$ cat src/rtl/sal_cmd_sched.sv
// Per-channel DDR command scheduler: masks requests by inter-bank timing,
// grants one command per cycle and registers it onto the command path.
module sal_cmd_sched #(
   parameter  int NUM_BANKS = 4,
   parameter  int RA_W      = 16,
   parameter  int CA_W      = 10,
   parameter  int TW        = 5,
   localparam int BW        = $clog2(NUM_BANKS)
) (
   input  logic                      clk,
   input  logic                      rst_n,
   input  logic [NUM_BANKS-1:0]      act_req_i,
   input  logic [NUM_BANKS-1:0]      rd_req_i,
   input  logic [NUM_BANKS-1:0]      wr_req_i,
   input  logic [NUM_BANKS-1:0]      pre_req_i,
   input  logic [NUM_BANKS-1:0]      ref_req_i,
   input  logic [NUM_BANKS*RA_W-1:0] ra_i,
   input  logic [NUM_BANKS*CA_W-1:0] ca_i,
   input  logic [TW-1:0]             t_rrd_m1,
   input  logic [TW-1:0]             t_ccd_m1,
   input  logic [TW-1:0]             t_wtr_m1,
   input  logic [TW-1:0]             t_rtw_m1,
   output logic [NUM_BANKS-1:0]      act_gnt_o,
   output logic [NUM_BANKS-1:0]      rd_gnt_o,
   output logic [NUM_BANKS-1:0]      wr_gnt_o,
   output logic [NUM_BANKS-1:0]      pre_gnt_o,
   output logic [NUM_BANKS-1:0]      ref_gnt_o,
   output logic                      cmd_valid_o,
   output logic [2:0]                cmd_o,
   output logic [BW-1:0]             cmd_bk_o,
   output logic [RA_W-1:0]           cmd_addr_o
);

   typedef enum logic [2:0] {
      CMD_NOP = 3'd0,
      CMD_ACT = 3'd1,
      CMD_RD  = 3'd2,
      CMD_WR  = 3'd3,
      CMD_PRE = 3'd4,
      CMD_REF = 3'd5
   } cmd_e;

   logic [TW-1:0]        rrd_q, rrd_d, ccd_q, ccd_d, wtr_q, wtr_d, rtw_q, rtw_d;
   logic [BW-1:0]        ref_ptr_q, ref_ptr_d, col_ptr_q, col_ptr_d;
   logic [BW-1:0]        act_ptr_q, act_ptr_d, pre_ptr_q, pre_ptr_d;
   logic                 cmd_valid_q, cmd_valid_d;
   cmd_e                 cmd_q, cmd_d;
   logic [BW-1:0]        bk_q, bk_d;
   logic [RA_W-1:0]      addr_q, addr_d;

   logic [NUM_BANKS-1:0] rd_m, wr_m, col_m, act_m, onehot;
   logic                 ref_hit, col_hit, act_hit, pre_hit;
   logic [BW-1:0]        ref_win, col_win, act_win, pre_win, win;
   cmd_e                 sel;

   // First requesting bank at or after ptr, wrapping; returns {found, index}.
   function automatic logic [BW:0] rr_pick(input logic [NUM_BANKS-1:0] req,
                                           input logic [BW-1:0]        ptr);
      logic          found;
      logic [BW-1:0] idx, cand;
      found = 1'b0;
      idx   = '0;
      for (int unsigned i = 0; i < NUM_BANKS; i++) begin
         cand = ptr + BW'(i);
         if (!found && req[cand]) begin
            found = 1'b1;
            idx   = cand;
         end
      end
      return {found, idx};
   endfunction

   assign rd_m  = (ccd_q == '0 && wtr_q == '0) ? rd_req_i  : '0;
   assign wr_m  = (ccd_q == '0 && rtw_q == '0) ? wr_req_i  : '0;
   assign act_m = (rrd_q == '0)                ? act_req_i : '0;
   assign col_m = rd_m | wr_m;

   assign {ref_hit, ref_win} = rr_pick(ref_req_i, ref_ptr_q);
   assign {col_hit, col_win} = rr_pick(col_m,     col_ptr_q);
   assign {act_hit, act_win} = rr_pick(act_m,     act_ptr_q);
   assign {pre_hit, pre_win} = rr_pick(pre_req_i, pre_ptr_q);

   always_comb begin
      sel = CMD_NOP;
      win = '0;
      if (ref_hit) begin
         sel = CMD_REF;
         win = ref_win;
      end else if (col_hit) begin
         // RD wins when a bank illegally raises both rd and wr.
         sel = rd_m[col_win] ? CMD_RD : CMD_WR;
         win = col_win;
      end else if (act_hit) begin
         sel = CMD_ACT;
         win = act_win;
      end else if (pre_hit) begin
         sel = CMD_PRE;
         win = pre_win;
      end
      if (!rst_n) begin
         sel = CMD_NOP;
         win = '0;
      end

      onehot      = '0;
      onehot[win] = 1'b1;
      act_gnt_o   = (sel == CMD_ACT) ? onehot : '0;
      rd_gnt_o    = (sel == CMD_RD)  ? onehot : '0;
      wr_gnt_o    = (sel == CMD_WR)  ? onehot : '0;
      pre_gnt_o   = (sel == CMD_PRE) ? onehot : '0;
      ref_gnt_o   = (sel == CMD_REF) ? onehot : '0;

      rrd_d = (rrd_q != '0) ? rrd_q - TW'(1) : rrd_q;
      ccd_d = (ccd_q != '0) ? ccd_q - TW'(1) : ccd_q;
      wtr_d = (wtr_q != '0) ? wtr_q - TW'(1) : wtr_q;
      rtw_d = (rtw_q != '0) ? rtw_q - TW'(1) : rtw_q;
      if (sel == CMD_ACT) rrd_d = t_rrd_m1;
      if (sel == CMD_RD || sel == CMD_WR) ccd_d = t_ccd_m1;
      if (sel == CMD_WR) wtr_d = t_wtr_m1;
      if (sel == CMD_RD) rtw_d = t_rtw_m1;

      ref_ptr_d = ref_ptr_q;
      col_ptr_d = col_ptr_q;
      act_ptr_d = act_ptr_q;
      pre_ptr_d = pre_ptr_q;
      case (sel)
         CMD_REF:        ref_ptr_d = win + BW'(1);
         CMD_RD, CMD_WR: col_ptr_d = win + BW'(1);
         CMD_ACT:        act_ptr_d = win + BW'(1);
         CMD_PRE:        pre_ptr_d = win + BW'(1);
         default:        ;
      endcase

      cmd_valid_d = (sel != CMD_NOP);
      cmd_d       = sel;
      bk_d        = win;
      addr_d      = '0;
      case (sel)
         CMD_ACT:        addr_d = ra_i[int'(win)*RA_W +: RA_W];
         CMD_RD, CMD_WR: addr_d[CA_W-1:0] = ca_i[int'(win)*CA_W +: CA_W];
         default:        ;
      endcase
   end

   always_ff @(posedge clk or negedge rst_n) begin
      if (!rst_n) begin
         rrd_q       <= '0;
         ccd_q       <= '0;
         wtr_q       <= '0;
         rtw_q       <= '0;
         ref_ptr_q   <= '0;
         col_ptr_q   <= '0;
         act_ptr_q   <= '0;
         pre_ptr_q   <= '0;
         cmd_valid_q <= 1'b0;
         cmd_q       <= CMD_NOP;
         bk_q        <= '0;
         addr_q      <= '0;
      end else begin
         rrd_q       <= rrd_d;
         ccd_q       <= ccd_d;
         wtr_q       <= wtr_d;
         rtw_q       <= rtw_d;
         ref_ptr_q   <= ref_ptr_d;
         col_ptr_q   <= col_ptr_d;
         act_ptr_q   <= act_ptr_d;
         pre_ptr_q   <= pre_ptr_d;
         cmd_valid_q <= cmd_valid_d;
         cmd_q       <= cmd_d;
         bk_q        <= bk_d;
         addr_q      <= addr_d;
      end
   end

   assign cmd_valid_o = cmd_valid_q;
   assign cmd_o       = cmd_q;
   assign cmd_bk_o    = bk_q;
   assign cmd_addr_o  = addr_q;

endmodule

$ cat config.mk
export PLATFORM = sky130hd
export DESIGN_NAME = sal_cmd_sched
export DESIGN_NICKNAME = d
export VERILOG_FILES = /design/src/rtl/sal_cmd_sched.sv
export SDC_FILE = /design/constraint.sdc
export NUM_CORES = 1
export LEC_CHECK = 0
export BUFFER_PORTS_ARGS = -buffer_cell sky130_fd_sc_hd__buf_2
export CAP_MARGIN = 20
export CORE_ASPECT_RATIO = 1.4
export CORE_MARGIN = 1
export CORE_UTILIZATION = 47
export CTS_CLUSTER_SIZE = 24
export DETAILED_ROUTE_END_ITERATION = 7
export GPL_ROUTABILITY_DRIVEN = 0
export PLACE_DENSITY = 0.89
export SLEW_MARGIN = 10
export SYNTH_ARGS = -nofsm -noshare
export SYNTH_HDL_FRONTEND = slang
export SYNTH_SLANG_ARGS = --single-unit
$ cat constraint.sdc
create_clock -name clk -period 4.06 [get_ports clk]
set_clock_uncertainty 0.15 [all_clocks]
set_input_delay 0.812 -clock clk [delete_from_list [all_inputs] [get_ports clk]]
set_output_delay 0.812 -clock clk [all_outputs]
set_load 0.01 [all_outputs]
# --- After elaboration in Yosys (flattened, before gate mapping) ---
# Index checks and enable logic that the tools add are counted.
totals:
  reg_bits: 50
  elab_cells: 196
  output_inout_bits: 42
classes:
  n_reduce_logical: 42
  n_mul: 1
  eq_ne: 5
  add_sub_neg: 17
  shift: 2
  n_mux: 97
  n_lt_le_gt_ge: 19
  bitwise_logic: 1
op_table:
  columns: ["operator", "count"]
  rows:
  - ["indexed part select 64 x 7 -> 16 bit", 1]
  - ["less-than comparator 2 x 3 -> 1 bit (second input constant)", 18]
  - ["2-to-1 mux 2 bit", 21]
  - ["2-to-1 mux 5 bit", 8]
  - ["indexed part select 40 x 7 -> 10 bit", 1]
  - ["2-to-1 mux 1 bit", 35]
  - ["binary-select mux 1 bit (select 2 bit)", 17]
  - ["2-to-1 mux 4 bit", 8]
  - ["logical NOT 5 bit", 4]
  - ["one-hot mux 10 bit (2 select lines)", 1]
  - ["nonzero test 5 bit", 4]
  - ["subtractor 5 x 1 -> 5 bit (second input constant)", 4]
  - ["adder 2 bit (second input constant)", 8]
  - ["logical AND 1 bit", 15]
  - ["2-to-1 mux 3 bit", 5]
  - ["logical NOT 1 bit", 12]
  - ["adder 2 x 1 -> 2 bit (second input constant)", 5]
  - ["nonzero test 2 bit", 4]
  - ["== test 3 x 2 -> 1 bit (second input constant)", 2]
  - ["== test 3 bit (second input constant)", 2]
  - ["2-to-1 mux 6 bit", 1]
  - ["multiplier 2 x 3 -> 5 bit (second input constant)", 1]
  - ["OR 4 bit", 1]
  - ["== test 3 x 1 -> 1 bit (second input constant)", 1]
  - ["5 further kinds", 5]

# --- Longest topological paths before layout ---
# Gate-level depths: netlist (run 1).
logic_depth:
  depth_word: 25
  depth_mapped: 15
  mapped_depth_nobuf: 12

# --- Worst setup path before layout (run 1) ---
# OpenSTA, ideal clock, no wires.
synth_timing:
  path_type: "reg2out"
  from: "register rtw_q[0]"
  to: "output pre_gnt_o[2]"
  arrival_ns: 3.075
  t_required_ns: 3.098
  path_slack_ns: 0.023
  path_stages_with_launch: 15
  n_path_buf: 3
  cell_sequence: "dfrtp_1 > inv_1 > ha_1 > or4b_1 > buf_2 > o22ai_1 > nand4_1 > a211o_1 > nand3_1 > and2_1 > buf_2 > clkbuf_1 > ha_1 > inv_1 > nor3_1"
synth_via:
  elab_chain_len: 24
  elab_cells_between_ends: 42
  classes_between: "2 x order compare; 1 x eq/ne; 29 x mux; 1 x bitwise; 9 x reduce/logical"
synth_lines:
  columns: ["item", "line_no", "source"]
  rows:
  - ["start: declaration", "43", "logic [TW-1:0] rrd_q, rrd_d, ccd_q, ccd_d, wtr_q, wtr_d, rtw_q, rtw_d;"]
  - ["start signal: assignment", "163", "rtw_q <= rtw_d;"]
  - ["logical NOT 5 bit (*)", "74", "assign wr_m = (ccd_q == '0 && rtw_q == '0) ? wr_req_i : '0;"]
  - ["logical AND 1 bit (*)", "74", null]
  - ["2-to-1 mux 4 bit (*)", "74", null]
  - ["OR 4 bit (*)", "76", "assign col_m = rd_m | wr_m;"]
  - ["binary-select mux 1 bit (select 2 bit)", "65", "if (!found && req[cand]) begin"]
  - ["2-to-1 mux 1 bit (not written as such)", "65", null]
  - ["2-to-1 mux 1 bit", "65", null]
  - ["logical NOT 1 bit", "65", null]
  - ["(+9 left out)", null, null]
  - ["2-to-1 mux 2 bit (*)", "86", "if (ref_hit) begin"]
  - ["2-to-1 mux 2 bit (*)", "100", "if (!rst_n) begin"]
  - ["named net bk_d[1]", "48", "logic [BW-1:0] bk_q, bk_d;"]
  - ["less-than comparator 2 x 3 -> 1 bit (not written as such) or >= comparator 2 x 1 -> 1 bit (tied branches)", "106", "onehot[win] = 1'b1;"]
  - ["logical AND 1 bit (not written as such)", "106", null]
  - ["2-to-1 mux 1 bit (not written as such)", "106", null]
  - ["demux 1 bit (select 2 bit) (*)", "106", null]
  - ["2-to-1 mux 4 bit (*)", "110", "pre_gnt_o = (sel == CMD_PRE) ? onehot : '0;"]
  - ["end: declaration", "26", "output logic [NUM_BANKS-1:0] pre_gnt_o,"]
# Mark *: on every way through the listed nets, which the timed path passes. The rest lies on a longest branch. The select of a mux whose other input is x is not followed.

# --- Worst setup path in the final report (run 1) ---
layout_timing:
  from: "register wtr_q[1]"
  to: "output act_gnt_o[0]"
layout_via:
  elab_chain_len: 24
  elab_cells_between_ends: 42
  classes_between: "2 x order compare; 1 x eq/ne; 29 x mux; 1 x bitwise; 9 x reduce/logical"
layout_lines:
  columns: ["item", "line_no", "source"]
  rows:
  - ["start: declaration", "43", null]
  - ["start signal: assignment", "162", "wtr_q <= wtr_d;"]
  - ["logical NOT 5 bit (*)", "73", "assign rd_m = (ccd_q == '0 && wtr_q == '0) ? rd_req_i : '0;"]
  - ["logical AND 1 bit (*)", "73", null]
  - ["2-to-1 mux 4 bit (*)", "73", null]
  - ["OR 4 bit", "76", null]
  - ["binary-select mux 1 bit (select 2 bit)", "65", null]
  - ["2-to-1 mux 1 bit (not written as such)", "65", null]
  - ["2-to-1 mux 1 bit", "65", null]
  - ["logical NOT 1 bit", "65", null]
  - ["(+8 left out)", null, null]
  - ["2-to-1 mux 2 bit or binary-select mux 1 bit (select 2 bit) (tied branches)", "89, 91", null]
  - ["2-to-1 mux 2 bit or 2-to-1 mux 1 bit (tied branches)", "86, 91", null]
  - ["2-to-1 mux 2 bit or 2-to-1 mux 1 bit (tied branches)", "100, 91", null]
  - ["less-than comparator 2 x 3 -> 1 bit (not written as such) (tied with other cells)", "106", null]
  - ["logical AND 1 bit (not written as such) or 2-to-1 mux 3 bit (tied branches)", "106, 86", null]
  - ["2-to-1 mux 1 bit (not written as such) or 2-to-1 mux 3 bit (tied branches)", "106, 100", null]
  - ["demux 1 bit (select 2 bit) or == test 3 x 1 -> 1 bit (tied branches)", "106, 107", null]
  - ["2-to-1 mux 4 bit (*)", "107", "act_gnt_o = (sel == CMD_ACT) ? onehot : '0;"]
  - ["end: declaration", "23", "output logic [NUM_BANKS-1:0] act_gnt_o,"]
# Mark *: on every way between the ends. The rest lies on a longest branch, timed or not. The select of a mux whose other input is x is not followed.

==> results of run 1 <==
per-stage QoR:
stage / instances / cell area, sq um / utilization
finish: 728 / 5410 / 0.694
global route: 727 / 5410 / 0.694
CTS: 713 / 5180 / 0.665
detailed placement: 693 / 4920 / 0.631
global placement: 693 / 4920 / 0.631
floorplan: 403 / 3800 / -
area by class of cell:
type                       count  area [sq um]
clock inverter                 2          10.0
timing repair buffer         236          1330
fill                         594          2390
inverter                      21          81.3
sequential                    50          1250
multi-input combinational    313          2540
antenna                        1          2.50
tap                          100           125
clock buffer                   5          68.8
layout by cell type, fill, tap and decap left out, types with 4 or more instances in the layout:
master,instances
and3_1,5
nand2_1,37
mux2_2,9
buf_4,46
nor2b_1,5
nand2b_1,5
buf_2,185
or4b_4,5
mux4_2,6
and2_1,11
ha_1,4
ha_2,4
nor3_1,9
o21a_1,7
xnor2_1,8
nand3_1,8
mux2i_1,51
inv_1,13
nor2_1,30
clkbuf_8,5
a32o_1,10
inv_2,7
nor4_1,5
dfrtp_1,50
ha_4,4
a21oi_1,16
mux2_1,4
xor2_1,5
o21ai_0,11
buf_6,5
final timing paths:
check,from,end
setup / recovery,wtr_q[1]$_DFFE_PN0P_,act_gnt_o[0]
hold / removal,rst_n,pre_ptr_q[1]$_DFFE_PN0P_
setup reg to reg,wtr_q[1]$_DFFE_PN0P_,cmd_addr_o[4]$_DFF_PN0_
hold reg to reg,rrd_q[3]$_DFFE_PN0P_,rrd_q[3]$_DFFE_PN0P_
max in group asynchronous,rst_n,ref_ptr_q[0]$_DFFE_PN0P_
min in group clk,rrd_q[3]$_DFFE_PN0P_,rrd_q[3]$_DFFE_PN0P_
registers in the layout, summed over array words and instances (netlist names), 3 cells and up:
register    cells
rtw_q           5
rrd_q           5
cmd_addr_o     16
ccd_q           5
wtr_q           5
cmd_o           3
layer usage:
layer | vias to the layer above | share of wire | wire length [microns]
met3 | 41 | 0.072 | 897
met4 | 0 | 0.031 | 390
met1 | 1973 | 0.36 | 4500
met2 | 248 | 0.54 | 6730
li1 | 1914 | - | -
met5 | - | 0 | 0
report_power, final:
group	switching, mW	leakage [nW]	internal, mW	total (mW)
Combinational	0.545	2.01	0.646	1.19
Clock	0.170	0.0438	0.116	0.286
Sequential	0.170	0.634	0.634	0.804
Total	0.885	2.69	1.40	2.28
cell families after synthesis:
logic type | count (synthesis)
AOI/OAI and AO/OA | 77
xor gates and xnor gates | 13
adders and majority gates | 12
buffers and inverters | 41
DFF | 50
muxes | 70
and+or+nand+nor | 140
timing repair:
item,in CTS,in global routing
buffers inserted,13,13
setup endpoints to repair,20,20
resized for setup,25,28
pin swaps,12,8
gates cloned,0,1
==> results.cfg, run 1 <==
[setup_path]
crit_family = simple AND/OR/NAND/NOR gates
cpMaxStageDelayCell = or4b_4
cp_max_fo = 5
path_cells = inv_2 > ha_4 > or4b_4 > o22ai_2 > nand4_1 > a211o_1 > buf_4 > o211ai_1 > o211ai_2 > and4b_2 > and2_1 > buf_2
startpoint_type = flop
cp.required_ns = 3.10
reg2reg_slack_ns = 0.41
worstSetupEndpointType = output pin
slowest_delay_ns = 0.50
r2r_cells = 12
critical_path_buf_inv_count = 3
crit_cells = 12
arrival_ns = 3.13
critPathKind = flop to output pin

[finish]
area_delta_synth_final_pct = 42.4
nets = 785
drive_gt1_frac = 0.483

[yosys]
synth_top_family_by_area = multiplexers
post-synth-top-count-cell = mux2i_1
synthMuxAreaShare = 0.208
synth_commonest_cells = 51 x mux2i_1, 50 x dfrtp_1, 39 x nand2_1
ys.warnings.count = 0
synth_xor_area_frac = 0.0300
synthArstFlopShare = 1.00
synth.area.top_cells = dfrtp_1 33%, mux2i_1 13%, ha_1 4.0%
yosysSeqAreaShare = 0.329
synthFlopType = dfrtp_1
synth_area_sq_mm = 0.00380
synth_area_leader_cell = dfrtp_1
synth_fp_nets = 561
yosys.area_share.simple = 0.194
yosysUniqueCellTypes = 57
synth_top_area_frac = 0.329
synth-compound-area-share = 0.148
ys_ff_latch = 50
syn_inst = 403
avgSynthCellArea_sq_um = 9.43
synth_adder_area_share = 0.0395
synth_enable_flop_cells = 0

[routing]
avgRoutedWirePerCell_microns = 17.2
drtAntennaViolNets = 0
avgViaCountPerCell = 5.74
drt-initial-drc-count = 440
drcViolationCount = 0
dr_total_vias = 4176
wirelength_mm = 12.5
firstDrtPassIters = 5

[global_route]
antenna_found_initial = 2
grt_pass1_vias = 4077
met2_usage = 0.556
grt_overflow = 0
use_met3 = 0.0591
gr-usage-all-layers = 0.291
use_met1 = 0.307
grt_most_used_layer = met2
grt_max_degree = 44
grt_pass1_wl_mm = 19.2

[timing]
layout_setup_ws_ns = -0.0328
period_share = 1.01
report.final.hold_viol_count = 0
tns_ns = -0.0702
worst_pin_slew_ns = 0.664
slew_violations = 0
finalSetupViolations = 5
holdWs_ns = 0.406
relSlewSlack = 0.557
fmax_mhz = 244
fin_crit_ns = 4.09
grt_setup_unrepaired = true

[clock_network]
cts_tree = built
ctsHoldBuffers = 0
clock_latency_ns = 0.30
cts_made_buffers = 5
cts-root-buf = clkbuf_8
clkSinkCount = 50
cts_htree_levels = 2
cts_buffer_depth = 2
path_clk_slew_ns = 0.09

[pwr]
ir_drop_uv = 320
power_mw = 2.28
p_per_area_mw_per_mm2 = 422
leakage_nw = 2.69

[floorplan]
coreArea_sq_mm = 0.00780
die_area_sq_mm = 0.00845
fp-row-count = 38
start_util = 0.487
die_y_microns = 108
die_w_microns = 78.0
num_io_pins = 188

[placed_design]
hpwl_mm = 9.41
numPortBuffers = 187
dpl_worst_slack_ns = 0.0593

[status]
violations = negative setup slack
run_status = finished with violations

[hold_path]
hold_class = input pin to async pin

[flow_run]
maxCapViolCount = 0
No activity file was read; power rests on OpenSTA's default activity.
==> inputs of run 2 (changes only) <==
==> constraint.sdc (replaced) <==
create_clock -name clk -period 4.5 [get_ports clk]
set_clock_uncertainty 0.15 [all_clocks]
set_input_delay 0.9 -clock clk [delete_from_list [all_inputs] [get_ports clk]]
set_output_delay 0.9 -clock clk [all_outputs]
set_load 0.01 [all_outputs]
==> run 2 against run 1 <==
Against the previous run:
- the flow now finishes without violations
- hold slack better by 0.036 ns
- critical endpoint is now act_gnt_o[1]
- flip-flop and latch count unchanged
- register-to-register slack better by 0.30 ns
- combinational power down 25%
- global-route usage down 1.9 points
- final area down 6.4%
- critical path depth down 1
- via count down 5.8%
- clock power up 35%
- die area unchanged
- total power down 13%
==> results.cfg, run 2 (same netlist as run 1, synthesis figures left out) <==
[status]
run_status = complete, no violations

[setup_path]
startpoint_type = flop
critical_path_buf_inv_count = 2
critPathKind = flop to output pin
path_cells = inv_1 > ha_1 > or4b_4 > o22a_1 > a311o_1 > o31ai_1 > a211oi_1 > o211ai_2 > and4b_2 > and2_1 > buf_2
crit_family = compound AO/OA/AOI/OAI gates
cpMaxStageDelayCell = or4b_4
slowest_delay_ns = 0.53
arrival_ns = 3.37
cp_max_fo = 6
cp.required_ns = 3.45
worstSetupEndpointType = output pin

[floorplan]
num_io_pins = 188
coreArea_sq_mm = 0.00780
die_area_sq_mm = 0.00845
fp-row-count = 38
start_util = 0.487
die_w_microns = 78.0
die_y_microns = 108

[finish]
final_common_cell = buf_2
nets = 753
seqCellArea_sq_mm = 0.00125
drive_gt1_frac = 0.413
n_fill_cell = 633
multi_input_area_sq_mm = 0.00238
largest_register_ffs = 16
fin_area_sq_mm = 0.00506
final_cell_mix = 187 x buf_2, 51 x mux2i_1, 50 x dfrtp_1, 37 x nand2_1, 32 x nor2_1
area_delta_synth_final_pct = 33.3

[pwr]
p_clk_frac = 0.194
sequentialPowerShare = 0.358
p_switching_mw = 0.720
power_mw = 1.99
p_int_mw = 1.27
sw_frac_of_total = 0.362
p_comb_frac = 0.448
leakage_nw = 2.55
ir_drop_uv = 244
p_per_area_mw_per_mm2 = 393

[timing]
fin_crit_ns = 4.42
report.final.hold_viol_count = 0
slew_violations = 0
relSlewSlack = 0.543
period_share = 0.981
finalSetupViolations = 0
fmax_mhz = 226
layout_setup_ws_ns = 0.0835
worst_pin_slew_ns = 0.680

[global_route]
use_met3 = 0.0464
grt_max_degree = 44
met2_usage = 0.516
grt_pass1_vias = 3941
use_met1 = 0.293
gr-usage-all-layers = 0.272
grt_most_used_layer = met2
grt_pass1_wl_mm = 17.8
grt_overflow = 0
antenna_found_initial = 2

[clock_network]
cts_made_buffers = 5
path_clk_slew_ns = 0.09
clkSinkCount = 50
cts_tree = built
cts-root-buf = clkbuf_8
cts_buffer_depth = 2
ctsHoldBuffers = 0
cts_htree_levels = 2
clock_latency_ns = 0.30

[routing]
avgViaCountPerCell = 5.64
drcViolationCount = 0
wirelength_mm = 11.4
avgRoutedWirePerCell_microns = 16.4
dr_total_vias = 3935
drt-initial-drc-count = 264
drtAntennaViolNets = 0
firstDrtPassIters = 6

[placed_design]
dpl-instance-area_sq_mm = 0.00486
dpl_worst_slack_ns = 0.278
hpwl_mm = 9.27
numPortBuffers = 187

[flow_run]
maxCapViolCount = 0

[hold_path]
hold_class = input pin to async pin
-- run 2: layout make-up --
cell class                      count  share of cell area
Tap cell                          100              0.0247
Multi-Input combinational cell    312               0.471
Antenna cell                        2            0.000988
Clock inverter                      2              0.0119
Clock buffer                        6              0.0163
Sequential cell                    50               0.247
Timing Repair Buffer              205               0.212
Inverter                           21              0.0166
-- run 2: through the flow --
step           hold slack [ns]  utilization  setup TNS, ns  cells
4_1_cts                  0.430        0.642              0    693
3_3_place_gp             0.386        0.624              0    685
6_report                 0.442        0.649              0    698
5_1_grt                  0.453        0.649       -0.00252    697
3_5_place_dp             0.406        0.624              0    685
2_1_floorplan            0.367            -              0    403
-- run 2: routing by layer --
metal | vias to the layer above | wire length [microns]
li1 | 1843 | -
met1 | 1832 | 4100
met2 | 227 | 6050
met3 | 33 | 906
met4 | 0 | 388
met5 | - | 0
-- run 2: worst register-to-register path, stage by stage, from the launching register on --
cell     delay [ns]
dfrtp_1        0.39
inv_1          0.11
ha_1           0.20
or4b_4         0.53
o22a_1         0.20
a311o_1        0.35
nor3_2         0.18
o31a_2         0.27
buf_4          0.57
mux2i_1        0.37
nand2_1        0.09
a32o_1         0.26
-- run 2: worst paths after layout --
check / slack, ns / endpoint / start / depth (start not counted)
max: 0.08 / act_gnt_o[1] / rtw_q[0]$_DFFE_PN0P_ / 11
min: 0.44 / ref_ptr_q[0]$_DFFE_PN0P_ / rst_n / 1
max reg2reg: 0.71 / cmd_addr_o[4]$_DFF_PN0_ / rtw_q[0]$_DFFE_PN0P_ / 11
min reg2reg: 0.44 / rrd_q[3]$_DFFE_PN0P_ / rrd_q[3]$_DFFE_PN0P_ / 1
max in group asynchronous: 2.94 / cmd_addr_o[5]$_DFF_PN0_ / rst_n / 2
min in group clk: 0.44 / rrd_q[3]$_DFFE_PN0P_ / rrd_q[3]$_DFFE_PN0P_ / 1
-- run 2: repair_timing --
item	in CTS	in global routing
gates resized for setup	0	10
setup endpoints to repair	0	18
buffers inserted	0	3
-- run 2: power groups by stage --
stage / clock network, mW / logic, mW / registers [mW]
4_1_cts: 0.396 / 0.868 / 0.704
5_1_grt: 0.410 / 0.986 / 0.730
6_report: 0.385 / 0.890 / 0.712
3_5_place_dp: 0 / 0.864 / 0.712
3_3_place_gp: 0 / 0.814 / 0.703
2_1_floorplan: 0 / 0.639 / 0.681
==> inputs of run 3 (changes only) <==
--- a/config.mk
+++ b/config.mk
@@ -5,15 +5,16 @@
 export SDC_FILE = /design/constraint.sdc
 export NUM_CORES = 1
 export LEC_CHECK = 0
+export ABC_AREA = 1
 export BUFFER_PORTS_ARGS = -buffer_cell sky130_fd_sc_hd__buf_2
 export CAP_MARGIN = 20
 export CORE_ASPECT_RATIO = 1.4
 export CORE_MARGIN = 1
-export CORE_UTILIZATION = 47
+export CORE_UTILIZATION = 48
 export CTS_CLUSTER_SIZE = 24
 export DETAILED_ROUTE_END_ITERATION = 7
 export GPL_ROUTABILITY_DRIVEN = 0
-export PLACE_DENSITY = 0.89
+export PLACE_DENSITY = 0.87
 export SLEW_MARGIN = 10
 export SYNTH_ARGS = -nofsm -noshare
 export SYNTH_HDL_FRONTEND = slang
==> run 3 against run 2 <==
Against the previous run:
- register-to-register slack gained 0.43 ns
- area after synthesis rose by 22%
- critical path depth rose by 14
- total power grew 84%
- wire length increased by 12%
- the run now ends with design-rule violations left
- global-route usage fell by 1.6 points
- clock-buffer cell count unchanged
- flip-flop and latch count unchanged
- hold slack worse by 0.083 ns
- setup slack better by 0.23 ns
- sequential share of layout area fell by 3.4 points
- highest routed layer unchanged
==> results.cfg, run 3 <==
[placed_design]
numPortBuffers = 187
dpl-instance-area_sq_mm = 0.00559
hpwl_mm = 10.0

[setup_path]
cp.required_ns = 3.45
critPathKind = flop to output pin
cp_max_fo = 7
arrival_ns = 3.14
r2r_cells = 23
worstSetupEndpointType = output pin
timing.rr.start = rtw_q[0]$_DFFE_PN0P_
startpoint_type = flop
reg2reg_slack_ns = 1.14
reg2reg_to = cmd_addr_o[5]$_DFF_PN0_

[clock_network]
clkSinkCount = 50
ctsHoldBuffers = 0
cts_htree_levels = 2
path_clk_slew_ns = 0.07
cts_buffer_depth = 2
cts-root-buf = clkbuf_16
cts_tree = built
clock_latency_ns = 0.29
cts_made_buffers = 5

[routing]
drt-initial-drc-count = 250
avgRoutedWirePerCell_microns = 12.1
drtAntennaViolNets = 0
dr_total_vias = 5399
wirelength_mm = 12.8
firstDrtPassIters = 8
drcViolationCount = 6
avgViaCountPerCell = 5.08

[yosys]
avgSynthCellArea_sq_um = 6.03
synth_area_sq_mm = 0.00462
synth_enable_flop_cells = 0
synthFlopType = dfrtp_1
syn_inst = 767
synth.area.top_cells = nand2_1 27%, dfrtp_1 27%, nand3_1 7.8%
synth_top_area_frac = 0.274
yosysSeqAreaShare = 0.271
yosysUniqueCellTypes = 41
synth_area_leader_cell = nand2_1
ys_ff_latch = 50
synth_commonest_cells = 338 x nand2_1, 72 x inv_1, 72 x nand3_1
post-synth-top-count-cell = nand2_1
synth_fp_nets = 925
ys.warnings.count = 0
synthArstFlopShare = 1.00

[hold_path]
hold_class = input pin to async pin

[finish]
n_fill_cell = 897
drive_gt1_frac = 0.277
antenna_cells = 0
area_delta_synth_final_pct = 27.2
final_common_cell = nand2_1
final_cell_mix = 336 x nand2_1, 187 x buf_2, 72 x nand3_1, 71 x inv_1, 50 x dfrtp_1
fin_util = 0.625
fin_area_sq_mm = 0.00588
largest_register_ffs = 16
nets = 1109

[pwr]
power_mw = 3.66
p_per_area_mw_per_mm2 = 621
ir_drop_uv = 310
leakage_nw = 3.48

[timing]
fmax_mhz = 239
finalSetupViolations = 0
period_share = 0.931
report.final.hold_viol_count = 0
fin_crit_ns = 4.19
worst_pin_slew_ns = 0.570
slew_violations = 0
relSlewSlack = 0.620
holdWs_ns = 0.359
tns_ns = 0

[floorplan]
fp-row-count = 42
coreArea_sq_mm = 0.00941
die_area_sq_mm = 0.0100
num_io_pins = 188
start_util = 0.491
die_w_microns = 84.9
die_y_microns = 118

[global_route]
grt_overflow = 0
antenna_found_initial = 0
gr-usage-all-layers = 0.255
grt_max_degree = 45
grt_pass1_wl_mm = 20.7
grt_pass1_vias = 4786

[flow_run]
maxCapViolCount = 0

[status]
run_status = finished with violations
violations = design-rule violations
==> run 3: cells by family after synthesis <==
kind of cell             count (synthesis)  synth area share
buffers and inverters                  110             0.106
AO/OA/AOI/OAI                           76            0.0888
XOR/XNOR                                14            0.0281
AND/OR/NAND/NOR                        505             0.474
adder cells (fa/ha/maj)                 12            0.0325
flip-flops                              50             0.271
==> run 3: how the worst max path moves through the flow <==
stage | from | end
after floorplan | ref_req_i[3] | act_gnt_o[1]
final | rrd_q[0]$_DFFE_PN0P_ | rd_gnt_o[3]
after global placement | act_req_i[1] | wr_gnt_o[1]
after CTS | ccd_q[0]$_DFFE_PN0P_ | pre_gnt_o[2]
after global routing | rrd_q[1]$_DFFE_PN0P_ | rd_gnt_o[3]
after detailed placement | act_req_i[1] | wr_gnt_o[2]
==> run 3: area by class of cell <==
| cell class | count | area [sq um] | area share |
|---|---|---|---|
| inverters | 83 | 314 | 0.0534 |
| well taps | 110 | 138 | 0.0234 |
| clock inverters | 2 | 37.5 | 0.00638 |
| repair buffers | 204 | 1080 | 0.183 |
| multi-input cells | 607 | 2940 | 0.499 |
| clock buffers | 6 | 129 | 0.0219 |
| flip-flops and latches | 50 | 1250 | 0.213 |
==> run 3: through the flow <==
stage,std cells,setup slack [ns]
3_5_place_dp,1045,0.427
4_1_cts,1053,0.121
3_3_place_gp,1045,0.487
2_1_floorplan,767,0.660
6_report,1062,0.310
5_1_grt,1062,-0.0123
==> run 3: where the power goes <==
group / internal [mW] / switching, mW / leakage [nW]
registers: 0.598 / 0.129 / 0.633
logic: 0.869 / 1.63 / 2.77
clock network: 0.263 / 0.168 / 0.0771
total: 1.73 / 1.93 / 3.48
==> run 3: worst max-delay path, stage by stage, from the launching register on <==
cell     delay, ns
dfrtp_1       0.36
inv_1         0.12
ha_1          0.16
inv_1         0.04
nor2_1        0.14
nand2_2       0.16
nor2_2        0.13
nand2_1       0.08
nand2_1       0.14
o21ai_2       0.08
nand2_1       0.07
nor2_1        0.05
nand2_1       0.07
inv_1         0.09
nand2_1       0.09
nor2_1        0.05
nor2_1        0.08
nand2_1       0.05
nand2_1       0.09
nand2_1       0.09
nand2_2       0.14
inv_4         0.05
ha_1          0.19
inv_1         0.12
nor2_1        0.06
buf_2         0.14
==> run 3: layer usage <==
metal / up-vias / share of wire / global-route usage
li1: 2771 / - / -
met1: 2374 / 0.38 / 0.286
met2: 217 / 0.53 / 0.473
met3: 37 / 0.056 / 0.0259
met4: 0 / 0.035 / 0.123
met5: - / 0 / 0
==> run 3: repair_timing <==
item                                    CTS  global route
endpoints found under the setup margin    0            20
buffers inserted                          0             9
resized for setup                         0            13
